==> src/rtl/uart_pkg.sv <==
// ============================================================================
//  Module      : uart_pkg
//  Description : Shared UART definitions: FSM state encodings used by both
//                the transmitter and the receiver, and parity type constants.
//  Revision    : 1.0 - initial release
// ============================================================================
`default_nettype none

package uart_pkg;

    // Frame-level FSM states, common to the TX and RX paths
    typedef enum logic [2:0] {
        IDLE   = 3'd0,
        START  = 3'd1,
        DATA   = 3'd2,
        PARITY = 3'd3,
        STOP   = 3'd4
    } uart_state_t;

    // PAR_TYP encodings
    localparam logic PAR_EVEN = 1'b0;
    localparam logic PAR_ODD  = 1'b1;

    // Expected parity bit given the XOR of all data bits and the parity type
    function automatic logic expected_parity(input logic data_xor, input logic par_typ);
        return data_xor ^ (par_typ != PAR_EVEN);
    endfunction

endpackage

`default_nettype wire

==> src/rtl/uart_rx_sampler.sv <==
// ============================================================================
//  Module      : uart_rx_sampler
//  Description : Per-bit edge counter and mid-bit sampler for the UART
//                receiver. Captures the line around the bit centre and
//                produces the bit decision plus bit-position strobes.
//                Macro UART_RX_MAJORITY_EN selects a 2-of-3 majority vote
//                over three centre samples; otherwise the single centre
//                sample is used. Decision timing is identical either way.
//  Revision    : 1.0 - initial release
// ============================================================================
`default_nettype none

module uart_rx_sampler #(
    parameter int OVERSAMPLE = 8
) (
    input  logic CLK,
    input  logic RST,
    input  logic start,        // start edge detected this cycle (edge 0)
    input  logic active,       // frame in progress
    input  logic rx_in,
    output logic sampled_bit,  // bit decision, valid from the decision edge
    output logic bit_ready,    // decision edge OVERSAMPLE/2+2
    output logic bit_last,     // edge OVERSAMPLE-2, one cycle before bit end
    output logic bit_end       // edge OVERSAMPLE-1
);

    localparam int CW = $clog2(OVERSAMPLE);

    localparam logic [CW-1:0] C_EDGE_MID  = CW'(OVERSAMPLE / 2);
    localparam logic [CW-1:0] C_EDGE_DEC  = CW'(OVERSAMPLE / 2 + 2);
    localparam logic [CW-1:0] C_EDGE_LAST = CW'(OVERSAMPLE - 2);
    localparam logic [CW-1:0] C_EDGE_END  = CW'(OVERSAMPLE - 1);

    logic [CW-1:0] r_cnt;
    logic          r_mid;

    // Edge counter: the detect cycle is edge 0, so the next cycle is edge 1
    always_ff @(posedge CLK) begin
        if (RST) begin
            r_cnt <= '0;
        end else if (start) begin
            r_cnt <= CW'(1);
        end else if (!active || r_cnt == C_EDGE_END) begin
            r_cnt <= '0;
        end else begin
            r_cnt <= r_cnt + 1'b1;
        end
    end

    // Centre sample capture
    always_ff @(posedge CLK) begin
        if (RST) begin
            r_mid <= 1'b1;
        end else if (active && r_cnt == C_EDGE_MID) begin
            r_mid <= rx_in;
        end
    end

`ifdef UART_RX_MAJORITY_EN
    localparam logic [CW-1:0] C_EDGE_LO = CW'(OVERSAMPLE / 2 - 1);
    localparam logic [CW-1:0] C_EDGE_HI = CW'(OVERSAMPLE / 2 + 1);

    logic r_lo;
    logic r_hi;

    // Flanking sample capture for the majority vote
    always_ff @(posedge CLK) begin
        if (RST) begin
            r_lo <= 1'b1;
            r_hi <= 1'b1;
        end else if (active) begin
            if (r_cnt == C_EDGE_LO) r_lo <= rx_in;
            if (r_cnt == C_EDGE_HI) r_hi <= rx_in;
        end
    end

    assign sampled_bit = (r_lo & r_mid) | (r_lo & r_hi) | (r_mid & r_hi);
`else
    assign sampled_bit = r_mid;
`endif

    assign bit_ready = active && (r_cnt == C_EDGE_DEC);
    assign bit_last  = active && (r_cnt == C_EDGE_LAST);
    assign bit_end   = active && (r_cnt == C_EDGE_END);

endmodule

`default_nettype wire

==> src/rtl/uart_rx.sv <==
// ============================================================================
//  Module      : uart_rx
//  Description : Oversampling UART receiver. Qualifies the start bit,
//                shifts in DATA_WIDTH bits LSB first, optionally checks
//                even/odd parity, checks the stop bit and reports the
//                outcome with mutually exclusive one-cycle strobes.
//                Macro UART_RX_MAJORITY_EN enables 3-sample majority voting
//                in the bit sampler.
//  Revision    : 1.0 - initial release
// ============================================================================
`default_nettype none

module uart_rx
    import uart_pkg::*;
#(
    parameter int DATA_WIDTH = 8,
    parameter int OVERSAMPLE = 8
) (
    input  logic                  CLK,
    input  logic                  RST,
    input  logic                  RX_IN,
    input  logic                  PAR_EN,
    input  logic                  PAR_TYP,
    output logic [DATA_WIDTH-1:0] P_DATA,
    output logic                  DATA_VALID,
    output logic                  PAR_ERR,
    output logic                  STP_ERR,
    output logic                  BUSY
);

    localparam int BW = (DATA_WIDTH > 1) ? $clog2(DATA_WIDTH) : 1;
    localparam logic [BW-1:0] C_BIT_LAST = BW'(DATA_WIDTH - 1);

    uart_state_t r_state;
    uart_state_t w_next;

    logic                  w_detect;
    logic                  w_active;
    logic                  w_sampled_bit;
    logic                  w_bit_ready;
    logic                  w_bit_last;
    logic                  w_bit_end;

    logic [BW-1:0]         r_bit_cnt;
    logic [DATA_WIDTH-1:0] r_shift;
    logic [DATA_WIDTH-1:0] r_p_data;
    logic                  r_par_en;
    logic                  r_par_typ;
    logic                  r_par_bad;
    logic                  r_valid;
    logic                  r_par_err;
    logic                  r_stp_err;

    assign w_detect = (r_state == IDLE) && !RX_IN;
    assign w_active = (r_state != IDLE);

    uart_rx_sampler #(
        .OVERSAMPLE (OVERSAMPLE)
    ) u_sampler (
        .CLK         (CLK),
        .RST         (RST),
        .start       (w_detect),
        .active      (w_active),
        .rx_in       (RX_IN),
        .sampled_bit (w_sampled_bit),
        .bit_ready   (w_bit_ready),
        .bit_last    (w_bit_last),
        .bit_end     (w_bit_end)
    );

    // FSM state register
    always_ff @(posedge CLK) begin
        if (RST) begin
            r_state <= IDLE;
        end else begin
            r_state <= w_next;
        end
    end

    // FSM next-state logic
    always_comb begin
        w_next = r_state;
        case (r_state)
            IDLE: begin
                if (!RX_IN) w_next = START;
            end
            START: begin
                // A start bit that samples high is a glitch
                if (w_bit_ready && w_sampled_bit) w_next = IDLE;
                else if (w_bit_end)               w_next = DATA;
            end
            DATA: begin
                if (w_bit_end && r_bit_cnt == C_BIT_LAST)
                    w_next = r_par_en ? PARITY : STOP;
            end
            PARITY: begin
                if (w_bit_end) w_next = STOP;
            end
            STOP: begin
                if (w_bit_end) w_next = IDLE;
            end
            default: w_next = IDLE;
        endcase
    end

    // Frame datapath: latch config, shift data, check parity, issue strobes.
    // Strobes are decided one edge early so they are registered and still
    // land on the last cycle of the frame.
    always_ff @(posedge CLK) begin
        if (RST) begin
            r_bit_cnt <= '0;
            r_shift   <= '0;
            r_p_data  <= '0;
            r_par_en  <= 1'b0;
            r_par_typ <= 1'b0;
            r_par_bad <= 1'b0;
            r_valid   <= 1'b0;
            r_par_err <= 1'b0;
            r_stp_err <= 1'b0;
        end else begin
            r_valid   <= 1'b0;
            r_par_err <= 1'b0;
            r_stp_err <= 1'b0;

            if (w_detect) begin
                r_par_en  <= PAR_EN;
                r_par_typ <= PAR_TYP;
                r_par_bad <= 1'b0;
                r_bit_cnt <= '0;
            end

            if (r_state == DATA) begin
                if (w_bit_ready) begin
                    r_shift <= {w_sampled_bit, r_shift[DATA_WIDTH-1:1]};
                end
                if (w_bit_end) begin
                    r_bit_cnt <= (r_bit_cnt == C_BIT_LAST) ? '0 : r_bit_cnt + 1'b1;
                end
            end

            if (r_state == PARITY && w_bit_ready) begin
                r_par_bad <= (w_sampled_bit != expected_parity(^r_shift, r_par_typ));
            end

            if (r_state == STOP && w_bit_last) begin
                if (!w_sampled_bit) begin
                    r_stp_err <= 1'b1;
                end else if (r_par_bad) begin
                    r_par_err <= 1'b1;
                end else begin
                    r_valid  <= 1'b1;
                    r_p_data <= r_shift;
                end
            end
        end
    end

    assign P_DATA     = r_p_data;
    assign DATA_VALID = r_valid;
    assign PAR_ERR    = r_par_err;
    assign STP_ERR    = r_stp_err;
    assign BUSY       = w_active;

endmodule

`default_nettype wire

==> config.mk <==
export PLATFORM = sky130hd
export DESIGN_NAME = uart_rx
export DESIGN_NICKNAME = d
export VERILOG_FILES = /design/src/rtl/uart_pkg.sv /design/src/rtl/uart_rx_sampler.sv /design/src/rtl/uart_rx.sv
export SDC_FILE = /design/constraint.sdc
export NUM_CORES = 1
export LEC_CHECK = 0
export CORE_UTILIZATION = 30
export CTS_CLUSTER_SIZE = 24
export DETAILED_ROUTE_END_ITERATION = 12
export PLACE_DENSITY = 0.45
export SKIP_CTS_REPAIR_TIMING = 1
export SYNTH_ARGS = -nofsm -noshare
export SYNTH_HDL_FRONTEND = slang
export SYNTH_HIERARCHICAL = 1
export SYNTH_SLANG_ARGS = --single-unit
==> constraint.sdc <==
create_clock -name CLK -period 5.5 [get_ports CLK]
set_clock_uncertainty 0.2 [all_clocks]
set_input_delay 1.1 -clock CLK [delete_from_list [all_inputs] [get_ports CLK]]
set_output_delay 1.1 -clock CLK [all_outputs]
set_load 0.01 [all_outputs]
==> flow_metrics.tcl <==
set metrics [dict create \
    cp-start-kind "flop" \
    cts.sinks 32 \
    clock_path_buffers 2 \
    dpl_worst_slack_ns 2.369 \
    synth-seq-cells 32 \
    critPathLaunch "r_state[2]$_SDFFE_PP0P_" \
    min_to "P_DATA[5]$_SDFFE_PP0P_" \
    rsz0062_at_grt "no" \
    dpl_cell_area_um2 1678 \
    syn_nets 164 \
    cap_violations 0 \
    grt-ovfl-total 0 \
    synth_area_leaders "dfxtp_1, mux2i_1, nor2_1" \
    p_total_mw 0.4994 \
    synthCells 153 \
    hold_violations 0 \
    worstSetupPathType "reg -> out" \
    start_util 0.3128 \
    nFillCells 475 \
    synth_top_flop_cell "dfxtp_1" \
    tightest_slew_ns 1.158 \
    cts_tree "yes" \
    holdCritPathClass "reg -> reg" \
    cts_root_buf "clkbuf_8" \
    fin_crit_ns 3.000 \
    grtUsageTotal 0.1216 \
    vias_per_cell 4.581 \
    min_path_cells 2 \
    tns_ns 0 \
    max_clock_freq_mhz 333.3 \
    p_per_area_nw_per_um2 279.7 \
    cp_slowest_stage_delay_ns 0.58 \
    drtIter0Drc 98 \
    worst_slack_ns 2.500 \
    io_pins 17 \
    hold_ws_ns 0.2932 \
    gp_congestion 0.8373 \
    clock_latency_ns 0.28 \
    fin_area_um2 1785 \
    r2r_start "r_state[2]$_SDFFE_PP0P_" \
    fin_util 0.3780 \
    yosysTopAreaCellShare 0.4335 \
    drt_drc_violations_left 0 \
    finalCritPeriodShare 0.5455 \
    timing.slew.headroom 0.2253 \
    place_inst 228 \
    dr.pass1.iters 4 \
    die-width_um 72.18 \
    area_growth_syn_to_layout_pct 20.83 \
    avgSynthCellArea_um2 9.658 \
    final_max_slew_viol_count 0 \
    drt_wl_total_mm 2.743 \
    htreeDepth 2 \
    final_cells 236 \
    dp_hpwl_mm 1.921 \
    syn_area_um2 1478 \
    core_area_um2 4723 \
    crit_required_ns 4.20 \
    setup_viol 0 \
    yosysTopAreaCell "dfxtp_1" \
    grt_antenna_before_repair 0 \
    leakage_nw 0.6463 \
    async_flop_share 0 \
    arrival_ns 1.70 \
    num_vias 1081 \
    nets 179 \
    crit_chain "nor2_1 > nand2_1 > clkdlybuf4s50_1" \
    critical_path.max_fanout 12 \
    grt_pass1_vias 1053 \
    antenna_left 0 \
    r2r_slack_ns 3.05 \
    hp-start "P_DATA[5]$_SDFFE_PP0P_" \
    grt_max_degree 34 \
    r2r-end "r_bit_cnt[0]$_SDFF_PP0_" \
    ir_worst_vdd_mv 0.1816 \
    status "complete, no violations" \
    yosysSeqAreaShare 0.4335 \
    synth_edf_count 0 \
    grt_pass1_wl_mm 4.795 \
    clk_pin_slew_ns 0.07 \
    n_antenna_cell 0 \
    critPathCaptureType "output pin" \
    cts_made_buffers 5 \
    port_buffers 16 \
    dieArea_um2 5210 \
    dieHeight_um 72.18 \
    layout-drive-gt1-share 0.08284 \
    yosysUniqueCellTypes 44 \
    wire_per_inst_um 11.62 \
    row_count 25 \
    cp_slowest_cell "clkdlybuf4s50_1" \
    ff2ff_path_depth 7 \
    yosys_warnings 6 \
]
[report_power, final]
group          leakage [nW]  switching (mW)  internal (mW)
clock                0.0552          0.0828          0.134
combinational         0.333          0.0213         0.0186
sequential            0.259         0.00625          0.236
total                 0.646           0.110          0.389
[worst max-delay path by stage]
stage / slack [ns] / end / cells after the start
after detailed placement: 2.37 / u_sampler/r_cnt[1]$_SDFF_PP0_ / 3
after global routing: 2.37 / BUSY / 3
final: 2.50 / BUSY / 3
after floorplan: 3.24 / r_state[2]$_SDFFE_PP0P_ / 9
after CTS: 2.48 / BUSY / 3
after global placement: 2.40 / r_par_bad$_SDFFE_PP0P_ / 4
[layout by cell type (no fill, tap or decap), types with 2 or more instances in the layout]
| cell | synthesis | layout |
|---|---|---|
| o21ai_0 | 2 | 2 |
| clkbuf_8 | 0 | 5 |
| nor2_1 | 31 | 31 |
| nand2_1 | 5 | 5 |
| dfxtp_1 | 32 | 32 |
| a22oi_1 | 4 | 4 |
| xnor2_1 | 6 | 6 |
| clkdlybuf4s50_1 | 0 | 16 |
| nor2b_1 | 2 | 2 |
| nor3_1 | 2 | 2 |
| inv_1 | 6 | 6 |
| and2_1 | 2 | 2 |
| ha_1 | 6 | 6 |
| nand3_1 | 2 | 2 |
| mux2i_1 | 19 | 19 |
[sequential cells by signal (all words and copies together), names as in the netlist]
name and cells:
r_shift 8, r_par_bad 1, DATA_VALID 1, STP_ERR 1, u_sampler/sampled_bit 1, u_sampler/r_cnt 3, r_state 3, r_par_en 1
r_par_typ 1, r_bit_cnt 3, P_DATA 8, PAR_ERR 1
[routing by layer]
layer	GRT usage	routed length [µm]	part of all wire	vias to the layer above
met1	0.1421	1323	0.48	508
met4	0.06536	47	0.017	0
li1	-	-	-	553
met5	0	0	0	-
met3	0.04444	102	0.037	4
met2	0.1942	1269	0.46	16
[Yosys cell counts, types with 3 or more instances]
library cell	count
mux2i_1	19
ha_1	6
xnor2_1	6
inv_1	6
dfxtp_1	32
nor2_1	31
nand2_1	5
a22oi_1	4
clkbuf_1	3
[worst max-delay path, delay by kind of cell, from the launching register on]
kind,cells,cell delay (ns)
buffers and inverters,1,0.58
flip-flops,1,0.55
AND/OR/NAND/NOR,2,0.30
[layout make-up]
type                    instances  area, µm²  area share
flip-flops and latches         32      640.6      0.3588
inverters                       7      26.28     0.01472
well taps                      67      83.83     0.04695
clock inverters                 2      35.03     0.01962
multi-input cells             106      767.0      0.4296
repair buffers                 16      160.2     0.08970
clock buffers                   6      72.57     0.04064
[cell families after synthesis]
group           Yosys count  share of synthesized area
simple gates             59                     0.2109
flops                    32                     0.4335
mux                      19                     0.1287
compound gates           15                    0.07791
buf+inv                  15                    0.04741
xor+xnor                  7                    0.05080
fa+ha+maj                 6                    0.05080
Power figures use the tool's default switching activity.
